$ cat src/rtl/icache.sv
// Direct-mapped, read-only, one-word-per-frame instruction cache.
// Hits return combinationally. A miss issues one blocking fill to memory.
module icache #(
    parameter int unsigned SETS    = 16,
    parameter logic [31:0] PC_INIT = '0
) (
    input  logic        CLK,
    input  logic        nRST,
    input  logic        imemREN,
    input  logic [31:0] imemaddr,
    output logic        ihit,
    output logic [31:0] imemload,
    input  logic        iwait,
    input  logic [31:0] iload,
    output logic        iREN,
    output logic [31:0] iaddr,
    output logic [31:0] hit_cnt,
    output logic [31:0] miss_cnt
);
    localparam int unsigned IDX_W = $clog2(SETS);
    localparam int unsigned TAG_W = 30 - IDX_W;

    typedef enum logic {
        IDLE,
        MISS
    } state_e;

    state_e           state_q, state_d;
    logic [SETS-1:0]  valid_q, valid_d;
    logic [TAG_W-1:0] tag_q  [SETS];
    logic [TAG_W-1:0] tag_d  [SETS];
    logic [31:0]      data_q [SETS];
    logic [31:0]      data_d [SETS];
    logic [31:0]      miss_addr_q, miss_addr_d;
    logic [31:0]      hit_cnt_q, hit_cnt_d;
    logic [31:0]      miss_cnt_q, miss_cnt_d;

    logic [IDX_W-1:0] req_idx, fill_idx;
    logic [TAG_W-1:0] req_tag, fill_tag;
    logic             hit;
    logic             unused_bits;

    assign req_idx  = imemaddr[IDX_W+1:2];
    assign req_tag  = imemaddr[31:IDX_W+2];
    assign fill_idx = miss_addr_q[IDX_W+1:2];
    assign fill_tag = miss_addr_q[31:IDX_W+2];

    // No hit-under-miss: lookups are only honoured while idle.
    assign hit = (state_q == IDLE) && imemREN && valid_q[req_idx]
                 && (tag_q[req_idx] == req_tag);

    assign ihit        = hit;
    assign imemload    = hit ? data_q[req_idx] : '0;
    assign iREN        = (state_q == MISS);
    assign iaddr       = miss_addr_q;
    assign hit_cnt     = hit_cnt_q;
    assign miss_cnt    = miss_cnt_q;
    assign unused_bits = ^{PC_INIT, imemaddr[1:0], miss_addr_q[1:0]};

    always_comb begin
        state_d     = state_q;
        valid_d     = valid_q;
        tag_d       = tag_q;
        data_d      = data_q;
        miss_addr_d = miss_addr_q;
        hit_cnt_d   = hit_cnt_q;
        miss_cnt_d  = miss_cnt_q;

        case (state_q)
            IDLE: begin
                if (imemREN && !hit) begin
                    miss_addr_d = {imemaddr[31:2], 2'b00};
                    miss_cnt_d  = miss_cnt_q + 32'd1;
                    state_d     = MISS;
                end
            end
            MISS: begin
                // Fill targets the latched frame, whatever the pipeline now requests.
                if (!iwait) begin
                    valid_d[fill_idx] = 1'b1;
                    tag_d[fill_idx]   = fill_tag;
                    data_d[fill_idx]  = iload;
                    state_d           = IDLE;
                end
            end
            default: state_d = IDLE;
        endcase

        if (hit) begin
            hit_cnt_d = hit_cnt_q + 32'd1;
        end
    end

    always_ff @(posedge CLK or negedge nRST) begin
        if (!nRST) begin
            state_q     <= IDLE;
            valid_q     <= '0;
            tag_q       <= '{default: '0};
            data_q      <= '{default: '0};
            miss_addr_q <= '0;
            hit_cnt_q   <= '0;
            miss_cnt_q  <= '0;
        end else begin
            state_q     <= state_d;
            valid_q     <= valid_d;
            tag_q       <= tag_d;
            data_q      <= data_d;
            miss_addr_q <= miss_addr_d;
            hit_cnt_q   <= hit_cnt_d;
            miss_cnt_q  <= miss_cnt_d;
        end
    end
endmodule

$ cat config.mk
export PLATFORM = sky130hd
export DESIGN_NAME = icache
export DESIGN_NICKNAME = d
export VERILOG_FILES = /design/src/rtl/icache.sv
export SDC_FILE = /design/constraint.sdc
export NUM_CORES = 1
export LEC_CHECK = 0
export ABC_AREA = 1
export BUFFER_PORTS_ARGS = -buffer_cell sky130_fd_sc_hd__buf_2
export CORE_MARGIN = 2
export CORE_UTILIZATION = 40
export CTS_BUF_LIST = sky130_fd_sc_hd__clkbuf_16
export DETAILED_ROUTE_END_ITERATION = 7
export PLACE_DENSITY = 0.55
export SLEW_MARGIN = 30
export SYNTH_ARGS = -nofsm -noshare
export SYNTH_HDL_FRONTEND = slang
export SYNTH_SLANG_ARGS = --single-unit
$ cat constraint.sdc
create_clock -name CLK -period 5.7 [get_ports CLK]
set_clock_uncertainty 0.1 [all_clocks]
set_input_delay 1.14 -clock CLK [delete_from_list [all_inputs] [get_ports CLK]]
set_output_delay 1.14 -clock CLK [all_outputs]
set_load 0.03 [all_outputs]
==> impl_table.tex <==
\begin{tabular}{lr}
\hline
Metric & Value \\
\hline
\multicolumn{2}{l}{\textbf{Outcome}} \\
\quad Run status & complete, no violations \\
\multicolumn{2}{l}{\textbf{Clocking}} \\
\quad Number of hold-repair buffers added at the cts stage & 0 \\
\quad Clock edge transition at the registers on the reported setup and hold paths & 0.06 ns \\
\quad Number of CTS-inserted buffers & 113 \\
\quad Clock Sinks & 1,039 \\
\quad Clock buffer depth & 3 \\
\quad Root buf cell & sky130\_fd\_sc\_hd\_\_clkbuf\_16 \\
\quad TritonCTS clock tree & built \\
\quad Clock latency on the worst-skew pair & 0.74 ns \\
\quad Level count of the clock H-tree & 3 \\
\multicolumn{2}{l}{\textbf{Synthesis}} \\
\quad Average cell area after synthesis & 7.90 µm² \\
\quad Top cell type by total area after synthesis & sky130\_fd\_sc\_hd\_\_dfrtp\_1 \\
\quad Register bit total from synthesis & 1,039 \\
\quad Synth cell types & 38 \\
\quad Seq/Total Area, Yosys & 53.1\% \\
\quad Synthesis Warnings & 0 \\
\quad Post-Synthesis Cells & 6,203 \\
\quad Flip-flop cell with the highest count after synthesis & sky130\_fd\_sc\_hd\_\_dfrtp\_1 \\
\quad Most instantiated library cell after synthesis & sky130\_fd\_sc\_hd\_\_nand2\_1 \\
\quad EDFF count, synth & 0 \\
\quad Area share of the leading cell type in the synthesized netlist & 53.1\% \\
\quad Async set-reset flop share out of synthesis & 100\% \\
\quad Top post-synthesis cells by count & sky130\_fd\_sc\_hd\_\_nand2\_1, sky130\_fd\_sc\_hd\_\_dfrtp\_1, sky130\_fd\_sc\_hd\_\_o21ai\_0, sky130\_fd\_sc\_hd\_\_nand3\_1, sky130\_fd\_sc\_hd\_\_clkbuf\_1 \\
\quad Summed instance area of the synthesized netlist & 0.0490 mm² \\
\quad Main area contributors after synthesis & sky130\_fd\_sc\_hd\_\_dfrtp\_1, sky130\_fd\_sc\_hd\_\_nand2\_1, sky130\_fd\_sc\_hd\_\_o21ai\_0, sky130\_fd\_sc\_hd\_\_nand3\_1, sky130\_fd\_sc\_hd\_\_clkbuf\_1 \\
\multicolumn{2}{l}{\textbf{GRT}} \\
\quad Largest net degree at the start of global routing & 143 \\
\quad First-pass GRT wire length & 250,000 µm \\
\quad Global router's overall resource usage & 25.6\% \\
\quad Via count of the first global-routing pass & 40,100 \\
\quad Overflow left after global routing & 0 \\
\quad Number of antenna violations at the first check in global routing & 4 \\
\multicolumn{2}{l}{\textbf{Placed design}} \\
\quad Placer congestion estimate & 0.929 \\
\quad Half-perimeter wire length after detailed placement & 91,600 µm \\
\quad Number of port buffers & 193 \\
\multicolumn{2}{l}{\textbf{STA}} \\
\quad Finish-stage setup viols & 0 \\
\quad Setup repair after global routing missed its margin & false \\
\quad Slew @ Worst Pin & 0.992 ns \\
\quad Post-route clock period utilization & 95.6\% \\
\quad Peak Freq & 184 MHz \\
\quad Sum of negative setup slack & 0 ns \\
\quad Final critical path time including I/O delays and setup & 5.45 ns \\
\quad Final max-slew violation count & 0 \\
\quad Slew HR & 33.9\% \\
\quad Hold violation total from the final report & 0 \\
\multicolumn{2}{l}{\textbf{Route}} \\
\quad Antenna-violating nets left & 0 \\
\quad DR DRC count & 0 \\
\quad DRT Wirelength & 160,000 µm \\
\quad Via count normalized by instance count & 5.34 \\
\quad 1st-iter DRT viols & 4,157 \\
\quad Routed length per placed instance & 20.4 µm \\
\quad Router iterations before antenna repair & 6 \\
\quad Vias post-DR & 42,100 \\
\multicolumn{2}{l}{\textbf{Power}} \\
\quad Maximum ir drop on the vdd rail & 0.283 mV \\
\quad Lkg Pwr & 26.6 nW \\
\quad Pwr/cell area & 430 mW/mm² \\
\multicolumn{2}{l}{\textbf{Setup path}} \\
\quad Element type at the critical path start & input port \\
\quad CP startpoint & imemaddr[2] \\
\quad Maximum fanout along the worst path & 50 \\
\quad Reg-to-reg startpoint & iREN\$\_DFF\_PN0\_ \\
\quad Required time of the critical path & 4.46 ns \\
\quad Endpoint kind of the worst setup timing path & output pin \\
\quad Type of the worst setup path & in2out \\
\quad Crit path DAT & 4.21 ns \\
\quad Worst R2R Path Depth & 11 \\
\multicolumn{2}{l}{\textbf{Min path}} \\
\quad Type of the tightest min-delay check & in2async \\
\multicolumn{2}{l}{\textbf{Cells and area}} \\
\quad Layout overhead on the synthesized area & 12.4\% \\
\quad Area taken by flip-flops and latches & 0.0260 mm² \\
\quad \# nets final & 6,224 \\
\quad Final cell utilization of the core & 45.3\% \\
\quad Filler Cell Count & 12,400 \\
\quad Fraction of final layout cells sized beyond drive strength 1 & 8.30\% \\
\quad Area occupied by multi-input gates & 0.0197 mm² \\
\multicolumn{2}{l}{\textbf{Floorplan}} \\
\quad Effective utilization at floorplan & 40.3\% \\
\quad Number of core rows & 128 \\
\quad Vertical extent of the die & 354 µm \\
\quad Core area & 0.122 mm² \\
\quad Total die area & 0.125 mm² \\
\quad Horizontal die dimension & 354 µm \\
\quad I/O pin cnt & 198 \\
\multicolumn{2}{l}{\textbf{Job}} \\
\quad Count of maximum capacitance violations & 0 \\
\hline
\end{tabular}
-- area by class of cell --
class                   count  share of cell area, %
diodes                      2                0.00908
clock buffers             114                   5.18
clock inverters            99                   1.36
inverters                 351                   2.45
multi-input cells        4340                   35.8
flip-flops and latches   1039                   47.2
well taps                1625                   3.69
repair buffers            309                   4.29
-- per-stage QoR --
step / cell area (µm²) / std cells / setup slack [ns] / hold WS [ns] / power [mW]
2_1_floorplan: 49000 / 6204 / 0.979 / 0.323 / 15.0
3_3_place_gp: 51400 / 7662 / 0.162 / 0.334 / 16.4
3_5_place_dp: 51400 / 7663 / 0.172 / 0.337 / 16.6
4_1_cts: 55000 / 7876 / 0.149 / 0.352 / 23.8
5_1_grt: 55100 / 7878 / 0.00524 / 0.237 / 25.4
6_report: 55100 / 7879 / 0.251 / 0.234 / 23.7
-- timing repair --
action | 4_1_cts | 5_1_grt
buffers inserted | 0 | 0
endpoints found under the hold margin | 0 | 0
setup endpoints to repair | 0 | 15
gates resized for setup | 0 | 5
-- cells by family (layout without fill, tap and decap cells) --
logic type	Yosys count	after routing	share of synthesized area (%)
xor gates and xnor gates	39	39	0.697
DFF	1039	1039	53.1
AOI/OAI and AO/OA	1357	1357	14.9
and+or+nand+nor	2940	2940	24.3
other	1	4	0.00765
buffers and inverters	825	873	6.95
adders and majority gates	2	2	0.0511
-- layout by cell type, fill, tap and decap left out, drive strengths merged --
cell,count
a311oi,21
nand3,420
nor3b,1
nand3b,4
a221oi,107
diode,2
xnor2,12
conb,2
or2,6
xor2,27
nand2,2183
o21ai,972
nor4b,1
nor4,10
o211ai,19
clkinv,57
nor3,108
nor2,189
ha,2
bufinv,9
nand4,17
inv,380
buf,308
dfrtp,1039
and3,1
clkinvlp,4
clkbuf,115
a21oi,238
-- worst max-delay path, stage by stage --
cell	delay, ns
sky130_fd_sc_hd__buf_8	0.14
sky130_fd_sc_hd__buf_12	0.28
sky130_fd_sc_hd__buf_4	0.30
sky130_fd_sc_hd__nor2_1	0.08
sky130_fd_sc_hd__nor2_1	0.08
sky130_fd_sc_hd__o21ai_1	0.06
sky130_fd_sc_hd__nand3_1	0.08
sky130_fd_sc_hd__nand3_1	0.10
sky130_fd_sc_hd__nand3_1	0.10
sky130_fd_sc_hd__nand2_1	0.16
sky130_fd_sc_hd__inv_2	0.09
sky130_fd_sc_hd__nand2_1	0.05
sky130_fd_sc_hd__nor2_1	0.19
sky130_fd_sc_hd__nand2_1	0.07
sky130_fd_sc_hd__nor2_1	0.18
sky130_fd_sc_hd__nand2_2	0.10
sky130_fd_sc_hd__buf_12	0.21
sky130_fd_sc_hd__nor3_1	0.28
sky130_fd_sc_hd__buf_4	0.22
sky130_fd_sc_hd__buf_2	0.22
-- sequential cells by signal (all words and copies together) (netlist names) --
signal,count
hit_cnt,32
tag_q,416
iREN,1
data_q,512
valid_q,16
miss_cnt,32
iaddr,30
-- where the power goes --
part | total, mW | switching, mW | leakage (nW) | internal [mW]
Clock | 7.22 | 3.18 | 1.86 | 4.04
Combinational | 4.93 | 3.02 | 11.0 | 1.91
Sequential | 11.5 | 1.44 | 13.7 | 10.1
Total | 23.7 | 7.64 | 26.6 | 16.0
-- path summary, 6_finish.rpt --
kind / end / slack, ns
hold reg to reg: valid_q[10]$_DFFE_PN0P_ / 0.35
setup / recovery: imemload[27] / 0.25
setup reg to reg: iREN$_DFF_PN0_ / 2.22
max in group asynchronous: data_q[480]$_DFFE_PN0P_ / 3.87
min in group CLK: valid_q[10]$_DFFE_PN0P_ / 0.35
hold / removal: tag_q[402]$_DFFE_PN0P_ / 0.23
-- layer usage --
| metal | GRT usage [%] | routed length (µm) | up-vias |
|---|---|---|---|
| li1 | - | - | 20200 |
| met1 | 35.9 | 73000 | 20500 |
| met2 | 41.2 | 73800 | 1132 |
| met3 | 3.53 | 8390 | 263 |
| met4 | 7.95 | 5260 | 2 |
| met5 | 0 | 13 | - |
No activity file was read; power rests on OpenSTA's default activity.
